<file path="src/rtl/uart_tx_fifo.sv">
// uart_tx_fifo: synchronous FIFO feeding the UART transmitter.
// Host side writes with we/din; the transmitter pops with re/empty and latches
// the registered dout one cycle later. Count-based occupancy tracking.
// Ports:
//   clk, rst       - clock, synchronous active-high reset
//   din, we, full  - write data, write request, full flag (count == DEPTH)
//   re, dout       - read request, registered read data
//   empty          - count == 0
//   count          - stored words, 0..DEPTH
//   overflow       - one-cycle pulse after a rejected write
//   underflow      - one-cycle pulse after a rejected read
module uart_tx_fifo #(
  parameter int unsigned WORD_WIDTH = 32'd8,
  parameter int unsigned DEPTH_LOG2 = 32'd4
) (
  input  logic                  clk,
  input  logic                  rst,
  input  logic [WORD_WIDTH-1:0] din,
  input  logic                  we,
  output logic                  full,
  input  logic                  re,
  output logic [WORD_WIDTH-1:0] dout,
  output logic                  empty,
  output logic [DEPTH_LOG2:0]   count,
  output logic                  overflow,
  output logic                  underflow
);

  localparam int unsigned DEPTH = 32'd1 << DEPTH_LOG2;
  localparam int unsigned AW    = DEPTH_LOG2;
  localparam int unsigned CW    = DEPTH_LOG2 + 32'd1;

  logic [WORD_WIDTH-1:0] mem [DEPTH];
  logic [AW-1:0]         wptr;
  logic [AW-1:0]         rptr;
  logic                  rd;
  logic                  wr;

  // Flags decode the count register only, never the same-cycle requests.
  assign empty = (count == CW'(0));
  assign full  = (count == CW'(DEPTH));

  // A read accepted while full frees the slot for a simultaneous write.
  assign rd = re & ~empty;
  assign wr = we & (~full | rd);

  // Pointers, count, registered read data and error pulses.
  always_ff @(posedge clk) begin
    if (rst) begin
      wptr      <= '0;
      rptr      <= '0;
      count     <= '0;
      dout      <= '0;
      overflow  <= 1'b0;
      underflow <= 1'b0;
    end else begin
      if (rd) begin
        dout <= mem[rptr];
        rptr <= rptr + AW'(1);
      end
      if (wr) begin
        wptr <= wptr + AW'(1);
      end
      count     <= count + CW'(wr) - CW'(rd);
      overflow  <= we & ~wr;
      underflow <= re & empty;
    end
  end

  // Storage is not reset; the nonblocking write gives read-before-write on
  // the shared slot when full with simultaneous read and write.
  always_ff @(posedge clk) begin
    if (!rst && wr) begin
      mem[wptr] <= din;
    end
  end

endmodule

</file>
<file path="config.mk">
export PLATFORM = sky130hd
export DESIGN_NAME = uart_tx_fifo
export DESIGN_NICKNAME = d
export VERILOG_FILES = /design/src/rtl/uart_tx_fifo.sv
export SDC_FILE = /design/constraint.sdc
export NUM_CORES = 1
export LEC_CHECK = 0
export CAP_MARGIN = 40
export CORE_ASPECT_RATIO = 1.75
export CORE_MARGIN = 2
export CORE_UTILIZATION = 40
export CTS_BUF_LIST = sky130_fd_sc_hd__clkbuf_2
export DETAILED_ROUTE_END_ITERATION = 12
export GPL_ROUTABILITY_DRIVEN = 0
export PLACE_DENSITY_LB_ADDON = 0.25
export SETUP_SLACK_MARGIN = 0.3
export SYNTH_ARGS = -nofsm -noshare
export SYNTH_HDL_FRONTEND = slang
export SYNTH_SLANG_ARGS = --single-unit
</file>
<file path="constraint.sdc">
create_clock -name clk -period 2.98 [get_ports clk]
set_clock_uncertainty 0.1 [all_clocks]
set_input_delay 0.596 -clock clk [delete_from_list [all_inputs] [get_ports clk]]
set_output_delay 0.596 -clock clk [all_outputs]
set_load 0.05 [all_outputs]
</file>
==> metrics.yaml <==
place:
  port_buffers: 28
  placement.cell_area_sq_um: 6770
  post-place-cells: 548
  detailedPlace.worstSlack_ps: -12.4
  dpl.hpwl_mm: 8.15
synthesis:
  yosysWarnings: 0
  synth_cell_type_count: 37
  async_reset_ff_frac: 0
  synthTopCellsByCount: "sky130_fd_sc_hd__edfxtp_1 (128), sky130_fd_sc_hd__dfxtp_1 (23), sky130_fd_sc_hd__nor2_1 (21), sky130_fd_sc_hd__mux4_2 (18), sky130_fd_sc_hd__mux2i_1 (17)"
  syn_nets: 348
  synth_enable_flop_cells: 128
  portion_of_synthesized_cell_area_occupied_by_the_leading_cell_type: 0.627
  synth-seq-cells: 151
  synth.largest_area_cell: "sky130_fd_sc_hd__edfxtp_1"
  syn-instance-count: 324
  synth-seq-area-share: 0.702
  post_synth_instance_area_sq_um: 6130
  synth_flop_cell: "sky130_fd_sc_hd__edfxtp_1"
  avgSynthCellArea_sq_um: 18.9
  count_leader_synth: "sky130_fd_sc_hd__edfxtp_1"
  area_contributors_post_synth: "sky130_fd_sc_hd__edfxtp_1 (63%), sky130_fd_sc_hd__dfxtp_1 (7.5%), sky130_fd_sc_hd__mux4_2 (6.6%)"
worst_setup_path:
  crit-reg2reg-capture: "count[4]"
  reg2regPathDepth: 13
  timing.critical_path.to_type: "flop"
  timing.setup.critical_path_class: "reg -> reg"
  cp-start-kind: "flop"
  rrSetupSlack_ps: 80
  critical_path.max_stage_delay_ps: 500
  cpMaxStageDelayCell: "sky130_fd_sc_hd__or4b_4"
  worst_path_most_repeated_cell: "sky130_fd_sc_hd__ha_4"
  data_arrival_at_the_endpoint_of_the_critical_path_ps: 3450
  r2r_start: "count[2]"
  critical_path.max_fanout: 3
  timing.critical_path.required_ps: 3530
  timing.critical_path.cells: "inv_4 > ha_4 > or4b_4 > nand2_4 > inv_4 > ha_4 > inv_2 > ha_4 > fa_2 > a21oi_2 > nor2_1 > or3_1 > a21oi_2"
power:
  p_leak_nw: 2.44
  power.total_mw: 5.06
  vdd_ir_drop_max_uv: 265
  power.density_nw_per_um2: 712
hold_path:
  tightest_hold_check_type: "reg -> reg"
  endpoint_with_the_worst_hold_slack: "dout[3]"
  whs_path_depth: 2
  timing.hold.worst.start: "dout[3]"
timing:
  max_clock_freq_mhz: 345
  timing_worst_slew_pin_value_ps: 715
  timing.final.crit_share: 0.973
  finalWorstSetupSlack_ps: 81.6
  hold_violations: 0
  final-setup-viol-count: 0
  hold-worst-slack_ps: 438
  grt_setup_unrepaired: "yes"
  timing.setup.tns_ps: 0
  max_transition_viols_final: 0
  max-slew-margin-rel: 0.523
  layout_min_cycle_time_ps: 2900
global_routing:
  number_of_global_route_vias_before_repair: 3223
  grt_antenna_before_repair: 1
  maximum_number_of_pins_on_one_net_before_global_route_repair: 36
  groute.usage.overall: 0.148
  grt_first_pass_wirelength_mm: 17.8
  grt_overflow_total: 0
routing:
  drt_drc_violations_left: 0
  initialDrtViolationCount: 145
  dr_total_vias: 3041
  drtAntennaViolNets: 0
  routed_wire_length_per_instance_microns: 19.5
  vias_per_cell: 5.16
  wirelength_mm: 11.5
  detail_route.first_pass.iterations: 4
cells_and_area:
  multi_input_combinational_cell_area_sq_um: 1700
  drive_above_1_share: 0.274
  final_net_count: 416
  layoutNonFillerInstCount: 589
  seqCellArea_sq_um: 4310
  layout_area_growth_over_synthesis_pct: 16.1
  fillerInstances: 1272
  finish.utilization: 0.477
  final_area_sq_um: 7110
cts:
  cts_max_path_buffers: 2
  clk_latency_ps: 690
  numCtsBuffers: 17
  clock_tree_from_tritoncts: "built"
  root_buffer: "sky130_fd_sc_hd__clkbuf_2"
  clk_pin_slew_ps: 250
  htreeDepth: 4
  numClockSinks: 151
  cts_hold_repair.buffers: 0
run_status:
  status: "completed"
floorplanning:
  initial_core_util: 0.411
  die_width_microns: 97.6
  boundaryPins: 29
  fp.coreArea_sq_um: 14900
  area_of_the_die_sq_um: 16400
  placement_rows: 59
  fp.dieH_microns: 168
job:
  cap_viol_max_count: 0
[final cells by class]
cell class                      count  area share
Multi-Input combinational cell    145       0.239
Clock inverter                     15      0.0222
Sequential cell                   151       0.607
Clock buffer                       17      0.0120
Tap cell                          183      0.0322
Timing Repair Buffer               65      0.0808
Inverter                           12     0.00739
Antenna cell                        1    0.000352
[cell usage in the layout, fill, tap and decap left out, types with 4 or more instances in the layout]
cell	instances
sky130_fd_sc_hd__buf_4	36
sky130_fd_sc_hd__clkbuf_2	17
sky130_fd_sc_hd__clkdlybuf4s50_1	15
sky130_fd_sc_hd__clkinvlp_4	4
sky130_fd_sc_hd__dfxtp_1	19
sky130_fd_sc_hd__dlygate4sd2_1	8
sky130_fd_sc_hd__edfxtp_1	128
sky130_fd_sc_hd__ha_1	8
sky130_fd_sc_hd__inv_1	6
sky130_fd_sc_hd__inv_8	4
sky130_fd_sc_hd__mux2i_1	17
sky130_fd_sc_hd__mux4_1	14
sky130_fd_sc_hd__mux4_2	18
sky130_fd_sc_hd__nand2_1	7
sky130_fd_sc_hd__nand3b_1	8
sky130_fd_sc_hd__nor2_1	21
sky130_fd_sc_hd__o221ai_1	8
sky130_fd_sc_hd__xnor2_1	5
[worst max-delay path: cells and delay by family, from the launching register on]
kind | cells | cell delay (ps)
fa+ha+maj | 4 | 890
flops | 1 | 410
compound gates | 2 | 290
simple gates | 4 | 1050
buf+inv | 3 | 140
[metal layers]
metal,global-route usage,share of wire,wire [microns],up-vias
met5,0,0,0,-
met2,0.298,0.61,6980,56
met4,0.0592,0.018,206,0
li1,-,-,-,1433
met3,0.0284,0.024,277,15
met1,0.142,0.35,3990,1537
[sequential cells by signal, summed over array words and instances (netlist names)]
name	cells
dout	8
overflow	1
wptr	4
mem	128
count	5
rptr	4
underflow	1
[logic make-up (layout without fill, tap and decap cells)]
kind of cell | count (synthesis) | after routing | share of synthesized area
DFF | 151 | 151 | 0.702
and+or+nand+nor | 56 | 56 | 0.0527
muxes | 49 | 49 | 0.154
buffers and inverters | 28 | 109 | 0.0308
AOI/OAI and AO/OA | 20 | 20 | 0.0229
adders and majority gates | 12 | 12 | 0.0257
xor gates and xnor gates | 8 | 8 | 0.0114
other | 0 | 1 | 0
[power breakdown]
part           leakage, nW  total, mW  switching [mW]  internal (mW)
Clock                0.135       1.11           0.780          0.334
Combinational        0.959       1.45           0.786          0.661
Sequential            1.34       2.50           0.106           2.40
Total                 2.44       5.06            1.67           3.39
[how the worst max path moves through the flow]
stage / startpoint / end
2_1_floorplan: count[0] / mem[1][0]
3_3_place_gp: re / count[4]
3_5_place_dp: re / count[4]
4_1_cts: count[3] / full
5_1_grt: count[2] / count[4]
6_report: count[2] / count[4]
[what timing repair did]
action | 4_1_cts | 5_1_grt
setup endpoints to repair | 11 | 7
gates resized for setup | 14 | 14
pin swaps | 1 | 8
buffers inserted | 5 | 3
Note: power is estimated with default switching activity, not from simulation.
